`src/rtl/led_pkg.sv`:
```
// Shared defaults for the LED matrix scanner and the PWM shift / configuration helpers.
package led_pkg;

    localparam int LED_ROWS        = 4;
    localparam int LED_COLS        = 8;
    localparam int LED_ROW_LOG2    = 11;
    localparam int LED_BRIGHT_BITS = 3;

    // Brightness steps are 2^shift phase counts wide; the top level stays below half a slot.
    function automatic int pwm_shift(input int row_log2, input int bright_bits);
        return row_log2 - 1 - bright_bits;
    endfunction

    function automatic bit cfg_ok(input int rows, input int cols, input int row_log2,
                                  input int bright_bits);
        return (rows >= 2) && (rows <= 16) && (cols >= 1) && (cols <= 32) &&
               (bright_bits >= 1) && (row_log2 >= bright_bits + 2);
    endfunction

endpackage

```
`src/rtl/led_frame_buffer.sv`:
```
// Double-buffered frame store: writes go to the back bank, the scanner reads the front bank.
module led_frame_buffer
    import led_pkg::*;
#(
    parameter int ROWS = LED_ROWS,
    parameter int COLS = LED_COLS
) (
    input  logic                    clk12MHz,
    input  logic                    rst_n,
    input  logic                    wr_en,
    input  logic [$clog2(ROWS)-1:0] wr_row,
    input  logic [COLS-1:0]         wr_data,
    input  logic                    flip,
    input  logic [$clog2(ROWS)-1:0] rd_row,
    output logic [COLS-1:0]         rd_data
);

    logic [COLS-1:0] bank0 [ROWS];
    logic [COLS-1:0] bank1 [ROWS];
    logic            sel;
    logic            wr_ok;

    assign wr_ok = wr_en && (int'(wr_row) < ROWS);

    // sel names the front bank; a write in the flip cycle still targets the old back bank.
    always_ff @(posedge clk12MHz or negedge rst_n) begin
        if (!rst_n) begin
            sel <= 1'b0;
            for (int i = 0; i < ROWS; i++) begin
                bank0[i] <= '0;
                bank1[i] <= '0;
            end
        end else begin
            if (flip) begin
                sel <= ~sel;
            end
            if (wr_ok) begin
                if (sel) begin
                    bank0[wr_row] <= wr_data;
                end else begin
                    bank1[wr_row] <= wr_data;
                end
            end
        end
    end

    assign rd_data = sel ? bank1[rd_row] : bank0[rd_row];

endmodule

```
`src/rtl/led_matrix_scan.sv`:
```
// Multiplexed LED matrix driver: row/phase scan, PWM with dark guard band, tear-free bank swap.
module led_matrix_scan
    import led_pkg::*;
#(
    parameter int ROWS        = LED_ROWS,
    parameter int COLS        = LED_COLS,
    parameter int ROW_LOG2    = LED_ROW_LOG2,
    parameter int BRIGHT_BITS = LED_BRIGHT_BITS
) (
    input  logic                    clk12MHz,
    input  logic                    rst_n,
    input  logic                    wr_en,
    input  logic [$clog2(ROWS)-1:0] wr_row,
    input  logic [COLS-1:0]         wr_data,
    input  logic                    swap_req,
    output logic                    swap_ack,
    input  logic [BRIGHT_BITS-1:0]  brightness,
    output logic                    frame_start,
    output logic [ROWS-1:0]         row_n,
    output logic [COLS-1:0]         col_n
);

    localparam int ROW_W = $clog2(ROWS);
    localparam int SHIFT = pwm_shift(ROW_LOG2, BRIGHT_BITS);
    localparam logic [ROW_W-1:0] LAST_ROW = ROW_W'(ROWS - 1);

    if (!cfg_ok(ROWS, COLS, ROW_LOG2, BRIGHT_BITS)) begin : g_bad_cfg
        $error("led_matrix_scan: unsupported ROWS/COLS/ROW_LOG2/BRIGHT_BITS combination");
    end

    logic [ROW_LOG2-1:0] phase;
    logic [ROW_W-1:0]    row;
    logic                swap_pend;
    logic                started;
    logic                boundary;
    logic                do_swap;
    logic                lit;
    logic [ROW_LOG2-1:0] level;
    logic [ROW_LOG2-1:0] bright_ext;
    logic [ROWS-1:0]     lit_vec;
    logic [COLS-1:0]     front_row;

    assign boundary   = (row == LAST_ROW) && (&phase);
    assign do_swap    = boundary && (swap_pend || swap_req);
    assign level      = phase >> SHIFT;
    assign bright_ext = {{(ROW_LOG2 - BRIGHT_BITS){1'b0}}, brightness};
    // Phase 0 stays dark so the columns settle before the row driver turns on.
    assign lit        = (phase != '0) && (level < bright_ext);
    assign lit_vec    = {{(ROWS - 1){1'b0}}, lit};

    led_frame_buffer #(
        .ROWS (ROWS),
        .COLS (COLS)
    ) u_frame_buffer (
        .clk12MHz (clk12MHz),
        .rst_n    (rst_n),
        .wr_en    (wr_en),
        .wr_row   (wr_row),
        .wr_data  (wr_data),
        .flip     (do_swap),
        .rd_row   (row),
        .rd_data  (front_row)
    );

    always_ff @(posedge clk12MHz or negedge rst_n) begin
        if (!rst_n) begin
            phase       <= '0;
            row         <= '0;
            swap_pend   <= 1'b0;
            started     <= 1'b0;
            swap_ack    <= 1'b0;
            frame_start <= 1'b0;
            row_n       <= '1;
            col_n       <= '1;
        end else begin
            phase   <= phase + 1'b1;
            started <= 1'b1;
            if (&phase) begin
                row <= (row == LAST_ROW) ? '0 : row + 1'b1;
            end
            swap_pend   <= do_swap ? 1'b0 : (swap_pend | swap_req);
            swap_ack    <= do_swap;
            frame_start <= boundary | ~started;
            row_n       <= ~(lit_vec << row);
            col_n       <= ~front_row;
        end
    end

endmodule

```
`config.mk`:
```
export PLATFORM = sky130hd
export DESIGN_NAME = led_matrix_scan
export DESIGN_NICKNAME = d
export VERILOG_FILES = /design/src/rtl/led_pkg.sv /design/src/rtl/led_frame_buffer.sv /design/src/rtl/led_matrix_scan.sv
export SDC_FILE = /design/constraint.sdc
export NUM_CORES = 1
export LEC_CHECK = 0
export ABC_AREA = 1
export CORE_MARGIN = 4
export CORE_UTILIZATION = 30
export CTS_CLUSTER_DIAMETER = 120
export DETAILED_ROUTE_END_ITERATION = 7
export GPL_TIMING_DRIVEN = 0
export PLACE_DENSITY = 0.51
export SETUP_SLACK_MARGIN = 0.02
export SYNTH_ARGS = -nofsm -noshare
export SYNTH_HDL_FRONTEND = slang
export SYNTH_HIERARCHICAL = 1
export SYNTH_SLANG_ARGS = --single-unit
```
`constraint.sdc`:
```
create_clock -name clk12MHz -period 1.8 [get_ports clk12MHz]
set_input_delay 0.18 -clock clk12MHz [delete_from_list [all_inputs] [get_ports clk12MHz]]
set_output_delay 0.18 -clock clk12MHz [all_outputs]
set_load 0.05 [all_outputs]
```
# --- Word level (Yosys, flattened, before mapping) ---
# Index checks and enable logic that the tools add are counted.
classes:
  n_addsub: 2
  mul: 0
  n_div: 0
  n_lt_le_gt_ge: 4
  eq_ne: 1
  n_shift: 1
  mux: 13
  bitwise: 8
  reduce_logical: 9
ops:
  columns: ["cell", "n"]
  rows:
  - ["$bwmux 32", 2]
  - ["$mux 8", 6]
  - ["$bmux 8 s2", 2]
  - ["$demux 8 s2", 1]
  - ["$add 11x1->11 const B", 1]
  - ["$reduce_and 11->1", 1]
  - ["$reduce_bool 11->1", 1]
  - ["$not 8->8", 1]
  - ["$ge 3x3->1 const B", 2]
  - ["$not 2->3", 2]
  - ["$logic_and 1x1->1", 4]
  - ["$lt 4x3->1", 1]
  - ["$not 4->4", 1]
  - ["$reduce_and 2->1", 2]
  - ["$shl 1x2->4", 1]
  - ["$lt 3x1->1 const B", 1]
  - ["$add 2x1->2 const B", 1]
  - ["$eq 2x2->1 const B", 1]
  - ["$mux 2", 1]
  - ["$not 1->1", 2]
  - ["$or 1x1->1", 2]
  - ["$logic_or 1x1->1", 1]
  - ["$mux 1", 1]
totals:
  ff_bits: 94
  latchBits: 0
  ramBits: 0
  mem_bits_ro: 0
  out_inout_bits: 14
  mem_count: 0

# --- Logic depth before layout (Yosys ltp) ---
# Gate-level depths: netlist of the first run.
logic_depth:
  ltp_word: 6
  depth_mapped: 9

# --- Cells and area by module ---
# The synthesis of the first run kept the hierarchy.
modules_own_cells:
  columns: ["mod", "n_inst", "cells_per_inst", "area_each_um2", "seq_area_each_um2"]
  rows:
  - ["led_frame_buffer", 1, 441, 3230.6, 1626.6]
  - ["led_matrix_scan", 1, 104, 1182.4, 740.7]

# --- Least setup slack after synthesis of the first run ---
# OpenSTA, ideal clock, no wires.
synth_timing:
  path_type: "flip-flop to flip-flop"
  start: "register phase[0]"
  end: "register u_frame_buffer.sel"
  setup_ns: 0.079
  t_arrival_ns: 1.221
  setup_slack_ns: 0.500
  path_stages_with_launch: 7
  period_less_slack_ns: 1.300
  cell_sequence: "dfrtp_1 ha_1 nand2_1 nor2_4 nand4_4 nor3_2 xor2_1"
synth_between:
  elab_chain_cells: 3
synth_rtl:
  columns: ["element", "line", "rtl"]
  rows:
  - ["from (decl)", "led_matrix_scan.sv:31", "logic [ROW_LOG2-1:0] phase;"]
  - ["from (signal assigned)", "led_matrix_scan.sv:76", "phase <= phase + 1'b1;"]
  - ["$reduce_and 11->1", "led_matrix_scan.sv:43", "assign boundary = (row == LAST_ROW) && (&phase);"]
  - ["$logic_and 1x1->1", "led_matrix_scan.sv:43", null]
  - ["$logic_and 1x1->1", "led_matrix_scan.sv:44", "assign do_swap = boundary && (swap_pend || swap_req);"]
  - ["named net do_swap", "led_matrix_scan.sv:36", "logic do_swap;"]
  - ["to (signal assigned)", "led_frame_buffer.sv:35", "sel <= ~sel;"]
  - ["to (decl)", "led_frame_buffer.sv:20", "logic sel;"]
# The timed path passes the listed nets, and every way through them passes these cells.
# A chain may end at the register's enable or synchronous reset.

# --- Final worst setup path of the first run ---
layout_timing:
  start: "register swap_ack"
  end: "output swap_ack"
layout_lines:
  columns: ["element", "line", "rtl"]
  rows:
  - ["from (decl)", "led_matrix_scan.sv:16", "output logic swap_ack,"]
  - ["from (signal assigned)", "led_matrix_scan.sv:82", "swap_ack <= do_swap;"]
# No word-level cell between the ends.

==> impl_metrics.py, run 1 <==
metrics = {
    "floorplan": {
        "fp.dieH_um": 129.3,
        "dieWidth_um": 129.3,
        "rows": 44,
        "dieArea_sq_um": 16710,
        "core_area_sq_um": 14480,
        "ios": 31,
        "initial_utilization": 0.3048,
    },
    "clocking": {
        "path_clk_slew_ps": 70,
        "h-tree-depth": 3,
        "cts_buffer_depth": 2,
        "cts_num_sinks": 94,
        "clkLatencyLatePin_ps": 350,
        "clockRootBuffer": "clkbuf_16",
        "cts_tree": "built",
        "numCtsBuffers": 9,
    },
    "placement": {
        "post-dp-hpwl_um": 7525,
        "portBuffers": 30,
        "gp_routability_congestion": 0.8352,
        "dp_cells": 760,
        "preCtsSetupSlack_ps": 80.30,
        "post_dp_cell_area_sq_um": 4969,
    },
    "critical_path": {
        "crit_start": "swap_ack$_DFF_PN0_",
        "timing.rr.start": "row[1]$_DFFE_PN0P_",
        "worst-path-max-fanout": 1,
        "path_cells": "clkdlybuf4s50_1",
        "path_buf_inv": 1,
        "critPathKind": "flip-flop to output pin",
        "critPathLaunchType": "flip-flop",
        "path_delay_family": "buffers and inverters",
        "cp-end-kind": "output pin",
        "cp_slowest_cell": "clkdlybuf4s50_1",
        "arrival_ps": 1500,
        "cp.required_ps": 1620,
        "slowest_delay_ps": 810,
    },
    "layout": {
        "mostFrequentLayoutCells": "nand2_1, inv_1, dfrtp_1",
        "layout_commonest_cell": "nand2_1",
        "areaGrowthSynthToFinish_pct": 20.16,
        "stdcell_count": 777,
        "antenna_cells": 0,
        "multi_input_area_sq_um": 1551,
        "nFillCells": 1527,
        "final_layout_size_suffix_gt1_frac": 0.09275,
        "fin_nets": 610,
        "finalInstanceArea_sq_um": 5303,
        "seqCellArea_sq_um": 2367,
    },
    "logic_synthesis": {
        "yosys_register_bits": 94,
        "synth_fp_nets": 567,
        "synth.distinct_cells": 26,
        "yosysWarnings": 6,
        "netlist_area_sq_um": 4413,
        "ys_seq_area_frac": 0.5364,
        "syn_inst": 545,
        "syn_avg_cell_area_sq_um": 8.097,
    },
    "route": {
        "vias": 3417,
        "viasPerCell": 4.398,
        "drt_iter0_markers": 280,
        "drc": 0,
        "first_pass_iters": 4,
        "drt-total-wl_um": 10670,
        "ant_nets": 0,
        "wl_per_cell_um": 13.73,
    },
    "power": {
        "p_leak_nw": 2.667,
        "vdd_drop_max_uv": 479.5,
        "power.density_nw_per_um2": 1045,
    },
    "sta": {
        "period_share": 0.9323,
        "fin_skew_ps": 7.396,
        "hold_viol": 0,
        "setup_viol": 0,
        "grt_setup_unrepaired": "false",
        "min_period_ps": 1678,
        "fin_tns_setup_ps": 0,
        "slew_headroom": 0.6570,
        "final_max_slew_viol_count": 0,
        "max_freq_mhz": 595.9,
        "tightest_slew_ps": 512.9,
        "holdWs_ps": 275.5,
        "setup_slack_ps": 121.8,
    },
    "global_routing": {
        "grt_pass1_vias": 3480,
        "antenna_found_initial": 0,
        "grt_remaining_overflow": 0,
        "grt_pass1_wl_um": 17880,
        "grt_max_degree": 73,
        "grtUsageTotal": 0.1407,
    },
    "outcome": {
        "outcome": "finished clean",
    },
    "job": {
        "drv_cap": 0,
    },
    "worst_hold_path": {
        "min_path_type": "primary input to async pin",
    },
}
==> cell usage after synthesis <==
master | n | share of area
nor3_4 | 1 | 0.0037
nand4_4 | 1 | 0.0048
o21ai_1 | 2 | 0.0023
nand4_1 | 4 | 0.0057
o21ai_0 | 64 | 0.073
buf_6 | 5 | 0.013
ha_1 | 5 | 0.014
nand3_2 | 1 | 0.0023
nor3_2 | 1 | 0.0023
dfstp_2 | 12 | 0.071
nor2_1 | 12 | 0.010
clkbuf_1 | 4 | 0.0034
dfrtp_1 | 82 | 0.46
buf_1 | 1 | 0.00085
inv_1 | 99 | 0.084
xor2_1 | 7 | 0.014
o21ai_2 | 1 | 0.0020
buf_2 | 8 | 0.0091
or2_1 | 1 | 0.0014
nor2_4 | 1 | 0.0026
nor2_2 | 3 | 0.0043
conb_1 | 1 | 0.00085
nand3_1 | 40 | 0.045
xnor2_1 | 3 | 0.0060
buf_4 | 1 | 0.0017
nand2_1 | 185 | 0.16
==> through the flow <==
stage | utilization | power (mW)
floorplan | - | 3.197
global placement | 0.3414 | 3.479
detailed placement | 0.3432 | 3.510
CTS | 0.3660 | 5.629
global route | 0.3662 | 5.877
finish | 0.3662 | 5.543
==> state kept, by name, indices dropped and copies added (netlist names) <==
| name | flops |
|---|---|
| frame_start | 1 |
| row | 2 |
| row_n | 4 |
| u_frame_buffer/bank1 | 32 |
| phase | 11 |
| swap_ack | 1 |
| u_frame_buffer/sel | 1 |
| swap_pend | 1 |
| u_frame_buffer/bank0 | 32 |
| started | 1 |
| col_n | 8 |
==> kinds of logic (layout without fill, tap and decap cells) <==
logic type      after synthesis  in the layout  share of synthesized area
compound gates               67             67                    0.07684
simple gates                250            250                     0.2399
buf+inv                     118            166                     0.1120
flops                        94             94                     0.5364
other cells                   1              1                  0.0008498
xor+xnor                     10             10                    0.01985
fa+ha+maj                     5              5                    0.01418
==> cell type report <==
cell class | count | share of cell area
buffer | 19 | 0.02383
clock buffer | 13 | 0.05097
clock inverter | 3 | 0.01227
inverter | 99 | 0.07008
multi-input combinational | 333 | 0.2926
sequential | 94 | 0.4464
tap | 184 | 0.04342
timing repair buffer | 32 | 0.06041
==> power by group <==
group	internal, mW	total (mW)	switching, mW	leakage (nW)
combinational	0.303	0.849	0.546	1.35
sequential	2.45	2.59	0.143	1.15
clock	1.33	2.10	0.775	0.166
total	4.08	5.54	1.46	2.67
==> per-layer routing <==
| metal | up-vias | routed length, um | track usage |
|---|---|---|---|
| met5 | - | 0 | 0 |
| met4 | 0 | 80 | 0.04694 |
| met3 | 6 | 499 | 0.03751 |
| met2 | 52 | 5086 | 0.2256 |
| met1 | 1618 | 5006 | 0.1854 |
| li1 | 1741 | - | - |
==> worst paths after layout <==
path                                                              to  cells past startpoint  slack, ps
worst max-delay path                                        swap_ack                      1        120
worst min-delay path            u_frame_buffer/bank0[25]$_DFFE_PN0P_                      2        280
worst max register to register                    col_n[5]$_DFF_PN1_                      7        160
worst min register to register                 frame_start$_DFF_PN0_                      1        420
max in group asynchronous                         row_n[2]$_DFF_PN1_                      3        820
min in group clk12MHz                          frame_start$_DFF_PN0_                      1        420
==> repair_timing <==
| action | CTS | global route |
|---|---|---|
| pin swaps | 0 | 0 |
| setup endpoints to repair | 12 | 7 |
| resized for setup | 12 | 6 |
| buffers inserted | 0 | 0 |
| hold buffers | 1 | 0 |
| hold endpoints to repair | 22 | 0 |
(Power assumes the default switching activity.)
==> run 2: changes to the inputs <==
Settings changed: CORE_ASPECT_RATIO set to 0.5.
==> impl_metrics.py, run 2 (synthesis results as in run 1) <==
metrics = {
    "power": {
        "power.density_nw_per_um2": 1034,
        "vdd_drop_max_uv": 361.0,
        "p_leak_nw": 2.666,
        "clockPowerShare": 0.375,
        "switchingPower_mw": 1.459,
        "seq_power_share": 0.471,
        "p_int_mw": 4.030,
        "sw_frac_of_total": 0.2658,
        "power_frac_comb": 0.154,
    },
    "worst_hold_path": {
        "min_path_type": "primary input to async pin",
    },
    "global_routing": {
        "grtUsageTotal": 0.1358,
        "grt_pass1_wl_um": 17890,
        "grt_pass1_vias": 3403,
        "grt_max_degree": 51,
        "grt_remaining_overflow": 0,
        "antenna_found_initial": 0,
    },
    "floorplan": {
        "fp.dieH_um": 93.76,
        "dieWidth_um": 179.5,
        "ios": 31,
        "core_area_sq_um": 14430,
        "dieArea_sq_um": 16830,
        "initial_utilization": 0.3058,
        "rows": 31,
    },
    "sta": {
        "final_max_slew_viol_count": 0,
        "setup_viol": 0,
        "setup_slack_ps": 171.2,
        "period_share": 0.9049,
        "slew_headroom": 0.5980,
        "hold_viol": 0,
        "grt_setup_unrepaired": "false",
        "max_freq_mhz": 613.9,
        "fin_skew_ps": 4.675,
        "min_period_ps": 1629,
        "tightest_slew_ps": 602.9,
    },
    "layout": {
        "layout_commonest_cell": "nand2_1",
        "mostFrequentLayoutCells": "nand2_1, inv_1, dfrtp_1",
        "fin_nets": 610,
        "final_util": 0.3679,
        "stdcell_count": 790,
        "nFillCells": 1529,
        "top_regs": "u_frame_buffer/bank0 x32, u_frame_buffer/bank1 x32, phase x11",
        "areaGrowthSynthToFinish_pct": 20.30,
        "final_layout_size_suffix_gt1_frac": 0.09459,
        "antenna_cells": 0,
    },
    "clocking": {
        "cts_tree": "built",
        "post-cts-setup-buffers": 0,
        "clockRootBuffer": "clkbuf_16",
        "clkLatencyLatePin_ps": 330,
        "numCtsBuffers": 9,
        "cts_num_sinks": 94,
        "h-tree-depth": 3,
        "cts_buffer_depth": 2,
        "path_clk_slew_ps": 60,
    },
    "critical_path": {
        "cp.required_ps": 1620,
        "reg2reg_slack_ps": 210,
        "slowest_delay_ps": 790,
        "critPathKind": "flip-flop to output pin",
        "arrival_ps": 1450,
        "cp-end-kind": "output pin",
        "worst-path-max-fanout": 1,
        "r2r_cells": 8,
        "crit_end": "swap_ack",
        "path_buf_inv": 1,
        "path_delay_family": "buffers and inverters",
        "critPathLaunchType": "flip-flop",
        "timing.rr.start": "row[1]$_DFFE_PN0P_",
        "crit_start": "swap_ack$_DFF_PN0_",
        "cp_slowest_cell": "clkdlybuf4s50_1",
        "path_cells": "clkdlybuf4s50_1",
        "r2r-end": "col_n[5]$_DFF_PN1_",
        "worst-path-stages": 1,
    },
    "route": {
        "drc": 0,
        "wl_per_cell_um": 13.41,
        "ant_nets": 0,
        "vias": 3400,
        "first_pass_iters": 5,
        "viasPerCell": 4.304,
        "drt_iter0_markers": 128,
        "drt-total-wl_um": 10590,
    },
    "job": {
        "drv_cap": 0,
    },
    "outcome": {
        "outcome": "finished clean",
    },
    "placement": {
        "portBuffers": 30,
        "post-dp-hpwl_um": 7401,
        "gp_routability_congestion": 0.7883,
        "preCtsSetupSlack_ps": 52.36,
        "dp_cells": 774,
    },
}
[run 2: cell types whose count changed in the layout (fill, tap and decap cells not counted), sizes merged]
cell and change:
clkbuf -1, clkinv +1, buf -1
[run 2: how the worst min path moves through the flow]
stage	end
5_1_grt	frame_start$_DFF_PN0_
6_report	u_frame_buffer/bank1[25]$_DFFE_PN0P_
3_5_place_dp	u_frame_buffer/bank1[25]$_DFFE_PN0P_
2_1_floorplan	frame_start$_DFF_PN0_
4_1_cts	u_frame_buffer/bank1[18]$_DFFE_PN0P_
3_3_place_gp	frame_start$_DFF_PN0_
[run 2: cell type report]
class	count	area (sq um)	share of cell area
timing repair buffer	32	320.3	0.06033
buffer	19	127.6	0.02404
clock inverter	4	70.07	0.01320
tap	198	247.7	0.04667
multi-input combinational	333	1551	0.2922
sequential	94	2367	0.4459
clock buffer	11	252.7	0.04761
inverter	99	371.6	0.07000
[run 2: what timing repair did]
item / 4_1_cts / 5_1_grt
endpoints found under the hold margin: 36 / 0
endpoints found under the setup margin: 12 / 7
pin swaps: 0 / 0
gates resized for setup: 12 / 7
hold buffers: 1 / 0
[run 2: metal layers]
layer | vias up | global-route usage | part of all wire
li1 | 1739 | - | -
met1 | 1587 | 0.1921 | 0.49
met2 | 66 | 0.2112 | 0.43
met3 | 8 | 0.03132 | 0.060
met4 | 0 | 0.03485 | 0.0098
met5 | - | 0 | 0
[run 2: metrics by stage]
step | hold slack [ps] | TNS, ps | power (mW) | area (sq um)
after CTS | 411.1 | 0 | 5.573 | 5304
after detailed placement | 237.1 | 0 | 3.499 | 4986
after global placement | 411.8 | -279360 | 3.480 | 4961
after floorplan | -115.6 | 0 | 3.197 | 4413
final | 387.2 | 0 | 5.489 | 5309
after global routing | 439.4 | 0 | 5.807 | 5309
[run 2: power groups by stage]
stage	Combinational (mW)	Clock (mW)	Sequential (mW)
floorplan	0.470	0	2.73
global placement	0.862	0	2.62
detailed placement	0.878	0	2.62
CTS	0.859	2.13	2.58
global route	0.997	2.19	2.62
finish	0.846	2.06	2.58
